--- config.mk ---
export PLATFORM = sky130hd
export DESIGN_NAME = admo_lsu_ctrl
export DESIGN_NICKNAME = d
export VERILOG_FILES = /design/src/rtl/admo_lsu_ctrl.sv
export SDC_FILE = /design/constraint.sdc
export NUM_CORES = 1
export LEC_CHECK = 0
export BUFFER_PORTS_ARGS = -buffer_cell sky130_fd_sc_hd__clkbuf_2
export CAP_MARGIN = 20
export CORE_UTILIZATION = 54
export DETAILED_ROUTE_END_ITERATION = 8
export MAX_ROUTING_LAYER = met4
export PLACE_DENSITY = 0.86
export SYNTH_ARGS = -nofsm -noshare
export SYNTH_HDL_FRONTEND = slang
export SYNTH_SLANG_ARGS = --single-unit
--- constraint.sdc ---
create_clock -name clk_i -period 6.1 [get_ports clk_i]
set_input_delay 1.22 -clock clk_i [delete_from_list [all_inputs] [get_ports clk_i]]
set_output_delay 1.22 -clock clk_i [all_outputs]
set_load 0.02 [all_outputs]
--- src/rtl/admo_lsu_ctrl.sv ---
// admo load/store unit controller.
// Takes one byte/half/word/dword access per request from the execute stage,
// rejects misaligned or illegal-length requests, lane-aligns store data and
// byte enables onto the data bus, and extracts and extends load data.
// One access is in flight at a time. The memory handshake is guarded by a
// bus timeout.
module admo_lsu_ctrl #(
  parameter int DATA_WIDTH = 32,
  parameter int ADDR_WIDTH = 32,
  parameter int TIMEOUT    = 255
) (
  input  logic                    clk_i,
  input  logic                    rst_i,
  // request side (execute stage)
  input  logic                    req_valid_i,
  output logic                    req_ready_o,
  input  logic                    req_we_i,
  input  logic [ADDR_WIDTH-1:0]   req_addr_i,
  input  logic [1:0]              req_len_i,
  input  logic                    req_unsigned_i,
  input  logic [DATA_WIDTH-1:0]   req_wdata_i,
  // response side
  output logic                    rsp_valid_o,
  output logic [DATA_WIDTH-1:0]   rsp_rdata_o,
  output logic                    rsp_err_o,
  // data-memory port
  output logic                    mem_valid_o,
  input  logic                    mem_ready_i,
  output logic                    mem_we_o,
  output logic [ADDR_WIDTH-1:0]   mem_addr_o,
  output logic [DATA_WIDTH/8-1:0] mem_be_o,
  output logic [DATA_WIDTH-1:0]   mem_wdata_o,
  input  logic [DATA_WIDTH-1:0]   mem_rdata_i
);

  localparam int NB    = DATA_WIDTH / 8;
  localparam int OFF_W = $clog2(NB);
  localparam int CNT_W = (TIMEOUT > 0) ? $clog2(TIMEOUT + 1) : 1;
  localparam logic [CNT_W-1:0] TMO_LAST = (TIMEOUT > 0) ? CNT_W'(TIMEOUT - 1) : '0;

  typedef enum logic [1:0] {
    S_IDLE = 2'b00,
    S_WAIT = 2'b01,
    S_RESP = 2'b10
  } state_t;

  state_t state_q, state_d;

  // Captured request
  logic                  we_q, we_d;
  logic [1:0]            len_q, len_d;
  logic                  uns_q, uns_d;
  logic [OFF_W-1:0]      off_q, off_d;
  logic [ADDR_WIDTH-1:0] addr_q, addr_d;
  logic [NB-1:0]         be_q, be_d;
  logic [DATA_WIDTH-1:0] wdata_q, wdata_d;

  // Pending response
  logic                  err_q, err_d;
  logic [DATA_WIDTH-1:0] rdata_q, rdata_d;

  // Bus timeout counter
  logic [CNT_W-1:0]      cnt_q, cnt_d;

  logic                  accept;
  logic                  legal;
  logic                  timeout_hit;
  logic [DATA_WIDTH-1:0] rdata_shifted;

  // Natural alignment check; dword exists only on a 64-bit bus.
  function automatic logic req_legal(input logic [1:0] len, input logic [2:0] a);
    logic ok;
    case (len)
      2'b00:   ok = 1'b1;
      2'b01:   ok = (a[0] == 1'b0);
      2'b10:   ok = (a[1:0] == 2'b00);
      default: ok = (DATA_WIDTH == 64) && (a == 3'b000);
    endcase
    return ok;
  endfunction

  // Unshifted byte-enable mask: 1, 3, F or FF for byte/half/word/dword.
  function automatic logic [NB-1:0] base_mask(input logic [1:0] len);
    logic [NB-1:0] m;
    m = '0;
    for (int b = 0; b < NB; b++) begin
      m[b] = (b < (1 << len));
    end
    return m;
  endfunction

  // Truncate right-justified load data to the access size, then sign- or
  // zero-extend it back to the full bus width.
  function automatic logic [DATA_WIDTH-1:0] ext_load(input logic [DATA_WIDTH-1:0] d,
                                                     input logic [1:0]            len,
                                                     input logic                  uns);
    logic [DATA_WIDTH-1:0] res;
    logic                  sgn;
    int                    sz;
    case (len)
      2'b00:   begin sz = 8;          sgn = d[7];            end
      2'b01:   begin sz = 16;         sgn = d[15];           end
      2'b10:   begin sz = 32;         sgn = d[31];           end
      default: begin sz = DATA_WIDTH; sgn = d[DATA_WIDTH-1]; end
    endcase
    if (uns) sgn = 1'b0;
    for (int i = 0; i < DATA_WIDTH; i++) begin
      res[i] = (i < sz) ? d[i] : sgn;
    end
    return res;
  endfunction

  assign accept        = req_valid_i && (state_q == S_IDLE);
  assign legal         = req_legal(req_len_i, req_addr_i[2:0]);
  assign timeout_hit   = (TIMEOUT != 0) && (state_q == S_WAIT) && !mem_ready_i &&
                         (cnt_q == TMO_LAST);
  assign rdata_shifted = mem_rdata_i >> {off_q, 3'b000};

  // State register
  always_ff @(posedge clk_i) begin
    if (rst_i) state_q <= S_IDLE;
    else       state_q <= state_d;
  end

  // Next-state logic; memory ready wins over a simultaneous timeout
  always_comb begin
    state_d = state_q;
    case (state_q)
      S_IDLE: if (accept) state_d = legal ? S_WAIT : S_RESP;
      S_WAIT: if (mem_ready_i || timeout_hit) state_d = S_RESP;
      S_RESP: state_d = S_IDLE;
      default: state_d = S_IDLE;
    endcase
  end

  // Request capture, response capture and timeout counter next-state
  always_comb begin
    we_d    = we_q;
    len_d   = len_q;
    uns_d   = uns_q;
    off_d   = off_q;
    addr_d  = addr_q;
    be_d    = be_q;
    wdata_d = wdata_q;
    err_d   = err_q;
    rdata_d = rdata_q;
    cnt_d   = '0;
    if (accept) begin
      we_d    = req_we_i;
      len_d   = req_len_i;
      uns_d   = req_unsigned_i;
      off_d   = req_addr_i[OFF_W-1:0];
      addr_d  = {req_addr_i[ADDR_WIDTH-1:OFF_W], {OFF_W{1'b0}}};
      be_d    = base_mask(req_len_i) << req_addr_i[OFF_W-1:0];
      wdata_d = req_wdata_i << {req_addr_i[OFF_W-1:0], 3'b000};
      err_d   = !legal;
      rdata_d = '0;
    end
    if (state_q == S_WAIT) begin
      if (mem_ready_i) begin
        err_d   = 1'b0;
        rdata_d = we_q ? '0 : ext_load(rdata_shifted, len_q, uns_q);
      end else if (timeout_hit) begin
        err_d   = 1'b1;
        rdata_d = '0;
      end else if (TIMEOUT != 0) begin
        cnt_d   = cnt_q + 1'b1;
      end
    end
  end

  // Datapath and counter registers
  always_ff @(posedge clk_i) begin
    if (rst_i) begin
      we_q    <= 1'b0;
      len_q   <= 2'b00;
      uns_q   <= 1'b0;
      off_q   <= '0;
      addr_q  <= '0;
      be_q    <= '0;
      wdata_q <= '0;
      err_q   <= 1'b0;
      rdata_q <= '0;
      cnt_q   <= '0;
    end else begin
      we_q    <= we_d;
      len_q   <= len_d;
      uns_q   <= uns_d;
      off_q   <= off_d;
      addr_q  <= addr_d;
      be_q    <= be_d;
      wdata_q <= wdata_d;
      err_q   <= err_d;
      rdata_q <= rdata_d;
      cnt_q   <= cnt_d;
    end
  end

  // Outputs: memory port live only in WAIT, response only in RESP
  always_comb begin
    req_ready_o = (state_q == S_IDLE);
    mem_valid_o = 1'b0;
    mem_we_o    = 1'b0;
    mem_addr_o  = '0;
    mem_be_o    = '0;
    mem_wdata_o = '0;
    rsp_valid_o = 1'b0;
    rsp_err_o   = 1'b0;
    rsp_rdata_o = '0;
    if (state_q == S_WAIT) begin
      mem_valid_o = 1'b1;
      mem_we_o    = we_q;
      mem_addr_o  = addr_q;
      mem_be_o    = be_q;
      mem_wdata_o = wdata_q;
    end
    if (state_q == S_RESP) begin
      rsp_valid_o = 1'b1;
      rsp_err_o   = err_q;
      rsp_rdata_o = rdata_q;
    end
  end

endmodule

Word level (Yosys, flattened, before mapping)
Cells that the tools add are included.
{"block": "totals", "latch_bits": 0, "mem_count": 0, "rom_bits": 0, "wordCells": 133, "ram_bits": 0, "reg_bits": 115, "input_bits": 104}
{"block": "classes", "reduce_logical": 12, "div": 0, "eq_ne": 8, "mul": 0, "shift": 4, "muxes": 59, "order_cmp": 36, "addsub": 1, "bitwise": 2}
{"cell": "6-bit by 32-bit less-than comparator with 1-bit output (first input constant)", "n": 16}
{"cell": "32-bit two-way mux", "n": 10}
{"cell": "5-bit by 32-bit less-than comparator with 1-bit output (first input constant)", "n": 8}
{"cell": "3-bit by 32-bit less-than comparator with 1-bit output (first input constant)", "n": 4}
{"cell": "4-bit by 32-bit less-than comparator with 1-bit output (first input constant)", "n": 4}
{"cell": "1-bit by 32-bit less-than comparator with 1-bit output (first input constant)", "n": 2}
{"cell": "2-bit by 32-bit less-than comparator with 1-bit output (first input constant)", "n": 2}
{"cell": "1-bit two-way mux", "n": 41}
{"cell": "1-bit by 2-bit << shifter with 32-bit output (first input constant)", "n": 1}
{"cell": "32-bit by 5-bit << shifter with 32-bit output", "n": 1}
{"cell": "32-bit by 5-bit right shift with 32-bit output", "n": 1}
{"cell": "6-bit case mux with 2 select lines", "n": 1}
{"cell": "8-bit by 1-bit adder with 8-bit output (second input constant)", "n": 1}
{"cell": "8-bit == test (second input constant)", "n": 1}
{"cell": "2-bit logical NOT", "n": 4}
{"cell": "2-bit by 1-bit == test with 1-bit output (second input constant)", "n": 3}
{"cell": "2-bit two-way mux", "n": 3}
{"cell": "2-bit == test (second input constant)", "n": 2}
{"cell": "4-bit two-way mux", "n": 1}
{"cell": "2-bit case mux with 2 select lines", "n": 1}
{"cell": "4-bit OR reduction", "n": 1}
{"cell": "4-bit by 2-bit << shifter with 4-bit output", "n": 1}
{"cell": "1-bit logical AND", "n": 3}
{"cell": "1-bit case mux with 3 select lines", "n": 1}
{"cell": "7 further kinds", "n": 9}

Depth between registers and ports, before layout
Gate-level depths: netlist of run 1.
{"block": "logic_depth", "depth_word": 9, "depth_mapped": 8, "ltp_nobuf": 7}

Least setup slack after synthesis of run 1
OpenSTA, ideal clock, no wires.
{"block": "synth_path", "path_kind": "input port to flip-flop", "start": "in mem_ready_i", "end": "reg rdata_q[30]", "path_buffers": 2, "slack_ns": 3.316, "t_required_ns": 5.978, "arrival_time_ns": 2.662, "stages": 6, "path_cell_list": "or3b_4 -> o32a_4 -> nor2b_4 -> buf_6 -> buf_6 -> a221o_1"}
{"block": "synth_via", "elab_chain_len": 6}
{"item": "start: declaration", "line": "28", "text": "input logic mem_ready_i,"}
{"item": "1-bit logical NOT", "line": "115", "text": "assign timeout_hit = (TIMEOUT != 0) && (state_q == S_WAIT) && !mem_ready_i &&"}
{"item": "1-bit logical AND (2 in series)", "line": "115"}
{"item": "32-bit two-way mux", "line": "163", "text": "end else if (timeout_hit) begin"}
{"item": "32-bit two-way mux (*)", "line": "160", "text": "if (mem_ready_i) begin"}
{"item": "32-bit two-way mux (*)", "line": "159", "text": "if (state_q == S_WAIT) begin"}
{"item": "end signal: assignment", "line": "194", "text": "rdata_q <= rdata_d;"}
{"item": "end: declaration", "line": "60", "text": "logic [DATA_WIDTH-1:0] rdata_q, rdata_d;"}
Mark *: on every way between the ends. The rest lies on a longest branch, timed or not.
A chain may end at the register's enable or synchronous reset.

Final worst setup path of run 1
{"block": "layout_path", "start": "reg state_q[0]", "end": "out mem_wdata_o[15]"}
{"block": "layout_via", "elab_chain_len": 2}
{"item": "start: declaration", "line": "47", "text": "state_t state_q, state_d;"}
{"item": "start signal: assignment", "line": "122", "text": "else state_q <= state_d;"}
{"item": "2-bit by 1-bit == test with 1-bit output", "line": "210", "text": "if (state_q == S_WAIT) begin"}
{"item": "32-bit two-way mux", "line": "210"}
{"item": "end: declaration", "line": "32", "text": "output logic [DATA_WIDTH-1:0] mem_wdata_o,"}
No other way between the ends.

==> PnR_summary.wiki, run 1 <==
{| class="wikitable"
! Metric !! Value
|-
| Global route overflow || 0
|-
| Final GP Congestion || about 0.90
|-
| Cell area after layout || 7473 um2
|-
| Final worst clock skew || 0.008594 ns
|-
| Post-synthesis instance total || approximately 740
|-
| Worst voltage drop across the vdd grid || 0.0001676 V
|-
| Period minus WS final || ~3.2 ns
|-
| CTS Root Cell || clkbuf_8
|-
| Outcome || complete, no violations
|-
| CTS tree || built
|-
| Avg WL per Cell || 14.84 um
|-
| Io pins || 209
|-
| Internal Power || 0.001482 W
|-
| Final ANT Viol Nets || 0
|-
| Cts repair resizes || 0
|-
| Layout cell share with drive strength beyond 1 || between 20% and 30%
|-
| Total of endpoints with negative setup slack in the final report || 0
|-
| Critical path cell sequence || nor2b_4 -> buf_12 -> and2_1 -> clkbuf_2
|-
| Vias in the first global route || between 5000 and 6000
|-
| Most common cell after layout, fill and taps aside || clkbuf_2
|-
| Floorplan die area || between 10000 and 15000 um2
|-
| Count of buffers from port buffering || 206
|-
| Maximum single-stage delay on the critical path || 0.50 ns
|-
| Number of buffer and inverter stages on the critical path || 2
|-
| Insertion delay to the later sink of the worst-skew pair || 0.50 ns
|-
| Sum of routed wire length over all layers || 15.67 mm
|-
| Sort of element at the start of the critical path || flop
|-
| Post-placement cell area || a little under 7000 um2
|-
| Clock Tree Buf Depth || 2
|-
| Main synth FF type || dfxtp_1
|-
| Arr. time, crit path || 1.98 ns
|-
| Antenna violations before repair || 1
|-
| Max stage delay cell, worst path || dfxtp_1
|-
| Vias per std cell || 5.549
|-
| Final count of hold timing violations || 0
|-
| Family with the most delay on the worst path || simple AND/OR/NAND/NOR gates
|-
| Transition at the pin with the smallest max-transition slack || 1.014 ns
|-
| Overall power of the completed layout || 0.002050 W
|-
| First-pass iteration count of the detailed router || 4
|-
| Number of vias after detailed routing || 5860
|-
| First-pass GRT wire length || 25.32 mm
|-
| Slew Viols, Final || 0
|-
| Worst hold path class || reg2reg
|-
| Post-synthesis register bit count || 115
|-
| Setup repair after global routing missed its margin || false
|-
| Post-route DRC || 0
|-
| Die extent in x || 106.3 um
|-
| Deepest level of the CTS H-tree || 4
|-
| Max transition margin || 32.40%
|-
| Combined global-route utilization of all metal layers || roughly 29%
|-
| Setup tns final || 0 ns
|-
| Clk pwr share || 46.0%
|-
| Switching power as a share of total power || between 20% and 30%
|-
| Register clock-pin slew on the reported worst setup and hold paths || about 0.06 ns
|-
| Die Span Y || ~110 um
|-
| Seq/Total Area, Yosys || between 30% and 40%
|-
| Power per Cell Area || 274.3 nW/um2
|-
| Core Area || 10420 um2
|-
| Part of the power in registers || 39.9%
|-
| Total number of clock tree sinks || 115
|-
| Kind of end point of the critical path || output pin
|-
| Cell Area, Synth || between 5000 and 6000 um2
|-
| Total of hold buffers inserted after clock tree synthesis || 0
|-
| Average cell area after synthesis || 7.971 um2
|-
| Number of max-cap violations || 0
|-
| Initial Utilization || about 56%
|-
| Area added between synthesis and finish || 27.22%
|-
| Half-perimeter wire length of the detailed placement result || between 10 and 15 mm
|-
| Final-stage net count || just over 1000
|-
| Achievable frequency || 312.1 MHz
|-
| Share of synthesized flip-flops with an asynchronous set or reset || 0%
|-
| Netlist cell types || 49
|-
| Number of flops mapped to enable cells by yosys || 0
|-
| Drt first-iter violations || 311
|-
| # rows || 37
|-
| Required @ worst endpoint || 4.88 ns
|-
| P_leak || 3.280 nW
|-
| Largest net degree at the start of global routing || 95
|-
| Share of the clock period used by the worst path after layout || ~53%
|-
| Top library cells by usage in the layout, fill and taps aside || clkbuf_2 (205), nand2_1 (115), dfxtp_1 (115), and2_1 (101), a21oi_1 (98)
|-
| Part of the total power dissipated in combinational logic || ~14%
|-
| CTS buffer count || 17
|-
| Yosys synthesis warning count || 0
|-
| Net switching power figure || 0.0005675 W
|-
| Maximum fanout count along the critical path || 60
|-
| Post-CTS setup buffers || 0
|-
| Critical setup path kind || reg2out
|}
## path summary, 6_finish.rpt
check        slack, ns  depth (start not counted)                    start                endpoint
max               2.90                          4  state_q[0]$_SDFFE_PP0P_         mem_wdata_o[15]
min               0.45                          2   addr_q[7]$_SDFFE_PP0P_  addr_q[7]$_SDFFE_PP0P_
min reg2reg       0.45                          2   addr_q[7]$_SDFFE_PP0P_  addr_q[7]$_SDFFE_PP0P_
max reg2reg       3.37                          5  state_q[0]$_SDFFE_PP0P_  rdata_q[28]$_SDFF_PP0_
## power groups by stage
stage          clock [W]  combinational (W)  sequential, W
6_report        0.000943           0.000289       0.000817
5_1_grt         0.000994           0.000318       0.000822
4_1_cts         0.000957           0.000285       0.000817
3_5_place_dp           0           0.000283       0.000832
3_3_place_gp           0           0.000278       0.000832
2_1_floorplan          0           0.000203       0.000819
## logic make-up after synthesis
group | count (synthesis) | synth area share [%]
XOR/XNOR | 6 | 0.8947
AND/OR/NAND/NOR | 323 | 27.14
multiplexers | 50 | 8.903
adder cells (fa/ha/maj) | 3 | 0.6390
AO/OA/AOI/OAI | 170 | 18.28
other | 1 | 0.06384
flip-flops | 115 | 39.19
buffers and inverters | 69 | 4.899
## final cells by class
| class | instances | area (um2) |
|---|---|---|
| Multi-Input combinational cell | 554 | 3307 |
| Fill cell | 832 | 2943 |
| Sequential cell | 115 | 2302 |
| Timing Repair Buffer | 213 | 1099 |
| Clock buffer | 17 | 414.1 |
| Tap cell | 136 | 170.2 |
| Clock inverter | 15 | 160.2 |
| Inverter | 5 | 18.77 |
| Antenna cell | 1 | 2.502 |
## registers in the layout (all words and copies together) (netlist names)
name     cells
rdata_q     32
wdata_q     32
addr_q      30
cnt_q        8
be_q         4
len_q        2
off_q        2
state_q      2
err_q        1
uns_q        1
we_q         1
## tightest hold or removal path: cells and delay by family, from the launching register on
| family | cells | cell delay (ns) |
|---|---|---|
| simple gates | 1 | 0.05 |
| compound gates | 1 | 0.05 |
| flops | 1 | 0.30 |
## metal layers
layer / part of all wire, % / vias to the layer above / global-route usage [%]
met1: 41 / 2695 / 35.27
met4: 2.2 / 0 / 10.91
li1: - / 2863 / -
met2: 49 / 268 / 46.34
met3: 7.1 / 34 / 5.273
met5: 0 / - / -
## through the flow
stage	hold WS [ns]	std cells	worst slack, ns	util [%]
floorplan	0.4242	738	3.316	-
global placement	0.4351	1022	2.829	66.02
detailed placement	0.4421	1022	2.748	66.02
CTS	0.4507	1054	2.396	71.53
global route	0.4616	1056	2.787	71.75
finish	0.4476	1056	2.896	71.75
## cells in the mapped netlist (2+ instances only)
library cell  count  area [um2]
dfxtp_1         115        2302
nand2_1         115       431.7
and2_1          101       631.9
a21oi_1          98       490.5
nor2_1           58       217.7
clkbuf_1         52       195.2
mux2i_1          41       410.4
a211oi_1         18       135.1
nor3_1           13       65.06
nand3_1          12       60.06
o21ai_0          12       60.06
o211ai_1         10       75.07
a32oi_1           8       70.07
mux2_2            8       90.09
a221o_1           7       70.07
a32o_1            7       70.07
nor2b_1           6       37.54
buf_1             5       18.77
inv_1             5       18.77
buf_4             3       22.52
ha_1              3       37.54
nor3b_1           3       22.52
xnor2_1           3       26.28
xor2_1            3       26.28
and3_1            2       12.51
buf_2             2       10.01
buf_6             2       22.52
nand2b_1          2       12.51
or2_2             2       12.51
or3b_2            2       17.52
Note: power is estimated with default switching activity, not from simulation.
==> run 2, diff against run 1 <==
ABC_AREA = 1   (was unset)
CORE_UTILIZATION = 51   (was 54)
PLACE_DENSITY = 0.81   (was 0.86)
clock period = 3.4 ns   (was 6.1 ns; I/O delays follow)
==> run 2 against run 1 <==
Die area up 7.7%. Power up 89%. Sequential power up 80%. Critical path depth up 1. Combinational power up 120%. Largest cell class unchanged. Largest power group unchanged. Highest routed layer unchanged.
==> PnR_summary.wiki, run 2 <==
{| class="wikitable"
! Metric !! Value
|-
| Arr. time, crit path || 2.14 ns (+0.16 ns)
|-
| Setup repair after global routing missed its margin || false
|-
| Combined global-route utilization of all metal layers || 28.79% (+0.24 points)
|-
| Clock Tree Buf Depth || 2 (unchanged)
|-
| Setup tns final || 0 ns (unchanged)
|-
| Register clock-pin slew on the reported worst setup and hold paths || 0.06 ns (about the same)
|-
| Initial Utilization || 52.42% (-4.0 points)
|-
| Antenna cells || 0 (-1)
|-
| Clk pwr share || 45.9% (about the same)
|-
| Kind of end point of the critical path || output pin
|-
| Cell area after layout || 7580 um2 (+1.4%)
|-
| Worst voltage drop across the vdd grid || 0.0003384 V (+100%)
|-
| Final count of hold timing violations || 0 (unchanged)
|-
| Count leader, synth || nand2_1
|-
| Part of the total power dissipated in combinational logic || 16.1% (+2.0 points)
|-
| CTS Root Cell || clkbuf_16
|-
| Share of synthesized flip-flops with an asynchronous set or reset || 0% (unchanged)
|-
| Final ANT Viol Nets || 0 (unchanged)
|-
| Overall power of the completed layout || 0.003869 W (+89%)
|-
| Critical setup path kind || reg2out
|-
| Largest regs || rdata_q: 32 flops, wdata_q: 32 flops, addr_q: 30 flops
|-
| Yosys synthesis warning count || 0 (unchanged)
|-
| Required @ worst endpoint || 2.72 ns (-2.16 ns)
|-
| Post-placement cell area || 6988 um2 (+1.6%)
|-
| Post-route non-filler standard cell count || 1246 (+18%)
|-
| Transition at the pin with the smallest max-transition slack || 1.029 ns (+0.01530 ns)
|-
| P_leak || 3.373 nW (+2.8%)
|-
| Slew Viols, Final || 0 (unchanged)
|-
| Top library cells by usage in the layout, fill and taps aside || clkbuf_2 (206), nand2_1 (148), nor2_1 (142), inv_1 (141), dfxtp_1 (115)
|-
| Portion of synthesized cell area occupied by the leading cell type || 38.46% (-0.73 points)
|-
| Post-synthesis instance total || 919 (+25%)
|-
| Number of vias after detailed routing || 6467 (+10%)
|-
| Vias per std cell || 5.190 (-6.5%)
|-
| Avg WL per Cell || 13.58 um (-8.5%)
|-
| Io pins || 209 (unchanged)
|-
| Die Span Y || 110.3 um (+3.8%)
|-
| Period minus WS final || 2.819 ns
|-
| Crit Reg-Reg Startpoint || state_q[1]$_SDFFE_PP0P_
|-
| Final worst clock skew || 0.01072 ns (+0.002128 ns)
|-
| Post-synthesis cell type with the largest combined area || dfxtp_1
|-
| Post-CTS setup buffers || 0 (unchanged)
|-
| Final-stage net count || 1197 (+18%)
|-
| Switching power as a share of total power || 29.45% (+1.8 points)
|-
| Top cells by instance count after synthesis || nand2_1 (148), nor2_1 (142), inv_1 (141)
|-
| Maximum fanout count along the critical path || 50 (-17%)
|-
| Antenna violations before repair || 0 (-1)
|-
| Post-synthesis register bit count || 115 (unchanged)
|-
| Main synth FF type || dfxtp_1
|-
| Core Area || 11420 um2 (+9.6%)
|-
| Area added between synthesis and finish || 26.63%
|-
| Cell types with the largest area share after synthesis || dfxtp_1 (38%), nand2_1 (9.3%), nor2_1 (8.9%), inv_1 (8.8%), a21oi_1 (8.0%)
|-
| Critical path cell sequence || inv_2 -> nand2_2 -> buf_4 -> nor2_1 -> clkbuf_2
|-
| Post-route DRC || 0 (unchanged)
|-
| Netlist cell types || 37 (-24%)
|-
| Floorplan die area || 12170 um2 (+7.7%)
|-
| Internal Power || 0.002729 W (+84%)
|-
| Cts repair resizes || 0 (unchanged)
|-
| Maximum single-stage delay on the critical path || 0.74 ns (+0.24 ns)
|-
| Total number of clock tree sinks || 115 (unchanged)
|-
| Max stage delay cell, worst path || nand2_2
|-
| Achievable frequency || 354.8 MHz
|-
| Insertion delay to the later sink of the worst-skew pair || 0.41 ns (-0.09 ns)
|-
| Total of endpoints with negative setup slack in the final report || 0 (unchanged)
|-
| Number of max-cap violations || 0 (unchanged)
|-
| Layout cell share with drive strength beyond 1 || 24.12% (-4.8 points)
|-
| Die extent in x || 110.3 um (+3.8%)
|-
| Total instance count after detailed placement || 1214 (+19%)
|-
| Drt first-iter violations || 499 (+60%)
|-
| Sort of element at the start of the critical path || flop
|-
| Most common cell after layout, fill and taps aside || clkbuf_2
|-
| First element of the critical path || state_q[1]$_SDFFE_PP0P_
|-
| Net switching power figure || 0.001139 W (+100%)
|-
| First-pass iteration count of the detailed router || 5 (+1)
|-
| Vias in the first global route || 5588 (+4.1%)
|-
| CTS buffer count || 17 (unchanged)
|-
| Final GP Congestion || 0.9093 (+1.2%)
|-
| Half-perimeter wire length of the detailed placement result || 11.51 mm (+8.6%)
|-
| Count of buffers from port buffering || 206 (unchanged)
|-
| CTS tree || built
|-
| Power per Cell Area || 510.4 nW/um2 (+86%)
|-
| Sum of routed wire length over all layers || 16.92 mm (+8.0%)
|-
| Largest net degree at the start of global routing || 71 (-25%)
|-
| Share of the clock period used by the worst path after layout || 82.90%
|-
| Number of flops mapped to enable cells by yosys || 0 (unchanged)
|-
| Global route overflow || 0 (unchanged)
|-
| Average cell area after synthesis || 6.513 um2 (-18%)
|-
| Family with the most delay on the worst path || simple AND/OR/NAND/NOR gates
|-
| First-pass GRT wire length || 26.36 mm (+4.1%)
|-
| Hold path startpoint || state_q[1]$_SDFFE_PP0P_
|-
| Cell Area, Synth || 5986 um2 (+1.9%)
|-
| Max transition margin || 31.14% (-1.3 points)
|-
| Seq/Total Area, Yosys || 38.46% (-0.73 points)
|-
| Deepest level of the CTS H-tree || 4 (unchanged)
|-
| # rows || 39 (+5.4%)
|-
| Total of hold buffers inserted after clock tree synthesis || 0 (unchanged)
|-
| Worst hold path class || reg2reg
|-
| Number of buffer and inverter stages on the critical path || 3 (+1)
|-
| Outcome || complete, no violations
|-
| Part of the power in registers || 37.9% (-2.0 points)
|}
==> run 2: cell types whose count changed after synthesis, sizes merged, moves of 24 or more <==
cell / delta
inv: +142
buf: +24
mux2i: -37
nand3: +47
and2: -101
clkbuf: -24
nand2: +40
o21ai: +43
nor2: +89
==> run 2: kinds of logic (layout without fill, tap and decap cells) <==
logic type	Yosys count	in the layout	share of synthesized area (%)
and+or+nand+nor	368	368	25.56
muxes	4	4	0.6689
AOI/OAI and AO/OA	212	212	19.80
other	1	2	0.06265
adders and majority gates	3	3	0.6272
xor gates and xnor gates	4	4	0.5854
DFF	115	115	38.46
buffers and inverters	212	395	14.23
==> run 2: cell type report <==
cell class                      count  area (um2)
Inverter                          148       560.5
Multi-Input combinational cell    593        2835
Timing Repair Buffer              215        1111
Clock inverter                     14       152.6
Clock buffer                       18       439.2
Tap cell                          143       178.9
Fill cell                        1028        3839
Sequential cell                   115        2302
==> run 2: worst paths after layout <==
kind	cells past startpoint	to	slack, ns
min reg2reg	1	state_q[1]$_SDFFE_PP0P_	0.44
max	5	mem_addr_o[11]	0.58
min	1	state_q[1]$_SDFFE_PP0P_	0.44
max reg2reg	9	rdata_q[13]$_SDFF_PP0_	1.14
==> run 2: layer usage <==
metal | routed length, um | vias up | global-route usage (%)
li1 | - | 3269 | -
met1 | 7422 | 2847 | 35.60
met2 | 7739 | 314 | 46.14
met3 | 1313 | 37 | 5.820
met4 | 443 | 0 | 11.28
met5 | 0 | - | -
==> run 2: worst register-to-register path, stage by stage, from the launching register on <==
cell and delay, ns:
dfxtp_1 0.34, inv_2 0.06, nand2_2 0.74, inv_4 0.09
nand4_1 0.15, nand2_1 0.07, nand2_1 0.06, buf_4 0.32
nand3_1 0.16, a21oi_1 0.19
==> run 2: power by group through the flow <==
stage	logic, W	clock network (W)	registers [W]
floorplan	0.000441	0	0.00148
global placement	0.000608	0	0.00149
detailed placement	0.000616	0	0.00149
CTS	0.000620	0.00179	0.00147
global route	0.000693	0.00185	0.00147
finish	0.000624	0.00178	0.00147
==> run 2: through the flow <==
stage	hold slack, ns	utilization (%)	setup slack (ns)
2_1_floorplan	0.4184	-	1.345
6_report	0.4384	66.38	0.5813
3_3_place_gp	0.4257	61.20	1.006
5_1_grt	0.4621	66.38	0.3889
3_5_place_dp	0.4294	61.20	0.9652
4_1_cts	0.4374	66.38	0.5411
==> run 3, diff against run 2 <==
ABC_AREA = 0   (was 1)
CORE_UTILIZATION = 50   (was 51)
PLACE_DENSITY = 0.8   (was 0.81)
clock period = 2.9 ns   (was 3.4 ns; I/O delays follow)
==> run 3 against run 2 <==
Clock power rose by 15%. Flip-flop and latch count did not move. Core utilization fell by 0.43 points. Highest routed layer unchanged.
==> PnR_summary.wiki, run 3 (synthesis results as in run 1) <==
{| class="wikitable"
! Metric !! Value
|-
| Outcome || complete, no violations
|-
| Setup ws final || 0.3510 ns (-0.2303 ns)
|-
| Drt first-iter violations || 254 (-49%)
|-
| Critical path cell sequence || nor2b_4 -> buf_4 -> and2_1 -> clkbuf_2
|-
| Initial Utilization || 51.45% (-0.98 points)
|-
| Stages on the worst setup path || 4 (-1)
|-
| Global route overflow || 0 (unchanged)
|-
| Half-perimeter wire length of the detailed placement result || 11.43 mm (-0.72%)
|-
| Area added between synthesis and finish || 28.20%
|-
| Count of buffers from port buffering || 206 (unchanged)
|-
| Worst hold path class || in2reg
|-
| Post-CTS setup buffers || 0 (unchanged)
|-
| Final ANT Viol Nets || 0 (unchanged)
|-
| Net switching power figure || 0.001202 W (+5.5%)
|-
| Largest regs || rdata_q: 32 flops, wdata_q: 32 flops, addr_q: 30 flops
|-
| Insertion delay to the later sink of the worst-skew pair || 0.40 ns (about the same)
|-
| # rows || 39 (unchanged)
|-
| Depth of the most critical reg-to-reg path || 4 (-5)
|-
| Vias in the first global route || 5179 (-7.3%)
|-
| Kind of end point of the critical path || output pin
|-
| Total of hold buffers inserted after clock tree synthesis || 0 (unchanged)
|-
| Internal Power || 0.003165 W (+16%)
|-
| Clock Tree Buf Depth || 2 (unchanged)
|-
| Setup tns final || 0 ns (unchanged)
|-
| Final count of hold timing violations || 0 (unchanged)
|-
| Critical setup path kind || reg2out
|-
| CTS buffer count || 17 (unchanged)
|-
| Final worst clock skew || 0.006842 ns (-0.003880 ns)
|-
| Setup WS pre-CTS || 0.5747 ns (-0.3905 ns)
|-
| Clk pwr share || 46.6% (+0.7 points)
|-
| Family with the most delay on the worst path || buffers and inverters
|-
| First-pass GRT wire length || 24.78 mm (-6.0%)
|-
| Maximum fanout count along the critical path || 69 (+38%)
|-
| Setup repair after global routing missed its margin || false
|-
| CTS Root Cell || clkbuf_16
|-
| Sort of element at the start of the critical path || flop
|-
| Hold Path Depth || 3 (+2)
|-
| Top library cells by usage in the layout, fill and taps aside || clkbuf_2 (205), nand2_1 (115), dfxtp_1 (115), and2_1 (101), a21oi_1 (98)
|-
| Die extent in x || 110.4 um (about the same)
|-
| Final-stage net count || 1020 (-15%)
|-
| Vias per std cell || 5.429 (+4.6%)
|-
| Number of max-cap violations || 0 (unchanged)
|-
| Cts repair resizes || 0 (unchanged)
|-
| Total of endpoints with negative setup slack in the final report || 0 (unchanged)
|-
| Antenna violations before repair || 0 (unchanged)
|-
| Achievable frequency || 392.3 MHz
|-
| Power per Cell Area || 579.9 nW/um2 (+14%)
|-
| Max transition margin || 30.24% (-0.90 points)
|-
| Total number of clock tree sinks || 115 (unchanged)
|-
| Maximum single-stage delay on the critical path || 0.48 ns (-0.26 ns)
|-
| Avg WL per Cell || 14.97 um (+10%)
|-
| Antenna cells || 0 (unchanged)
|-
| Number of buffer and inverter stages on the critical path || 2 (-1)
|-
| Slew Viols, Final || 0 (unchanged)
|-
| Core Area || 11420 um2 (unchanged)
|-
| Deepest level of the CTS H-tree || 4 (unchanged)
|-
| Part of the total power dissipated in combinational logic || 14.1% (-2.0 points)
|-
| First-pass iteration count of the detailed router || 4 (-1)
|-
| Required @ worst endpoint || 2.32 ns (-0.40 ns)
|-
| Part of the power in registers || 39.2% (+1.3 points)
|-
| Most common cell after layout, fill and taps aside || clkbuf_2
|-
| Io pins || 209 (unchanged)
|-
| Period minus WS final || 2.549 ns
|-
| Worst voltage drop across the vdd grid || 0.0003851 V (+14%)
|-
| Max stage delay cell, worst path || dfxtp_1
|-
| Transition at the pin with the smallest max-transition slack || 1.046 ns (+0.01718 ns)
|-
| Final GP Congestion || 0.9389 (+3.3%)
|-
| Register clock-pin slew on the reported worst setup and hold paths || 0.06 ns (about the same)
|-
| Largest net degree at the start of global routing || 70 (-1.4%)
|-
| Sum of routed wire length over all layers || 16.00 mm (-5.4%)
|-
| CTS tree || built
|-
| Layout cell share with drive strength beyond 1 || 29.48% (+5.4 points)
|-
| Switching power as a share of total power || 27.53% (-1.9 points)
|-
| Arr. time, crit path || 1.97 ns (-0.17 ns)
|-
| P_leak || 3.317 nW (-1.6%)
|-
| Post-route DRC || 0 (unchanged)
|-
| Share of the clock period used by the worst path after layout || 87.90%
|-
| Die Span Y || 110.4 um (about the same)
|-
| Floorplan die area || 12190 um2 (+0.10%)
|-
| Combined global-route utilization of all metal layers || 27.07% (-1.7 points)
|-
| Number of vias after detailed routing || 5804 (-10%)
|}
-- run 3: worst min-delay path, delay by kind of cell --
| family | cells | cell delay [ns] |
|---|---|---|
| AND/OR/NAND/NOR | 1 | 0.04 |
| buffers and inverters | 1 | 0.08 |
| AO/OA/AOI/OAI | 1 | 0.05 |
-- run 3: path summary, 6_finish.rpt --
| path | start | to | slack, ns |
|---|---|---|---|
| max reg2reg | off_q[1]$_SDFFE_PP0P_ | rdata_q[21]$_SDFF_PP0_ | 0.62 |
| min | req_addr_i[30] | addr_q[30]$_SDFFE_PP0P_ | 0.39 |
| max | state_q[0]$_SDFFE_PP0P_ | mem_wdata_o[23] | 0.35 |
| min reg2reg | wdata_q[2]$_SDFFE_PP0P_ | wdata_q[2]$_SDFFE_PP0P_ | 0.45 |
-- run 3: final cells by class --
| class | instances | area, um2 |
|---|---|---|
| clock buffers | 17 | 425.4 |
| multi-input cells | 554 | 3307 |
| repair buffers | 220 | 1139 |
| well taps | 143 | 178.9 |
| flip-flops and latches | 115 | 2302 |
| clock inverters | 15 | 160.2 |
| inverters | 5 | 18.77 |
| fillers | 1071 | 3887 |
-- run 3: per-stage QoR --
| stage | utilization [%] | hold slack (ns) | total power (W) | area, um2 | instances |
|---|---|---|---|---|---|
| after floorplan | - | 0.4242 | 0.002150 | 5878 | 738 |
| after global placement | 60.83 | 0.4346 | 0.002347 | 6945 | 1037 |
| after detailed placement | 60.83 | 0.4425 | 0.002357 | 6945 | 1037 |
| after CTS | 65.95 | 0.3767 | 0.004387 | 7531 | 1069 |
| final | 65.95 | 0.3884 | 0.004367 | 7531 | 1069 |
| after global routing | 65.95 | 0.3840 | 0.004553 | 7531 | 1069 |
-- run 3: power by group through the flow --
| stage | clock (W) | sequential (W) | combinational (W) |
|---|---|---|---|
| after floorplan | 0 | 0.00172 | 0.000428 |
| final | 0.00204 | 0.00171 | 0.000617 |
| after CTS | 0.00206 | 0.00171 | 0.000616 |
| after detailed placement | 0 | 0.00175 | 0.000611 |
| after global placement | 0 | 0.00174 | 0.000603 |
| after global routing | 0.00214 | 0.00172 | 0.000685 |
-- run 3: layer usage --
metal	GRT usage [%]	vias to the layer above	part of all wire, %
met4	10.06	0	1.6
met5	-	-	0
met3	7.113	21	7.7
met2	43.74	227	48
li1	-	2875	-
met1	32.36	2681	43
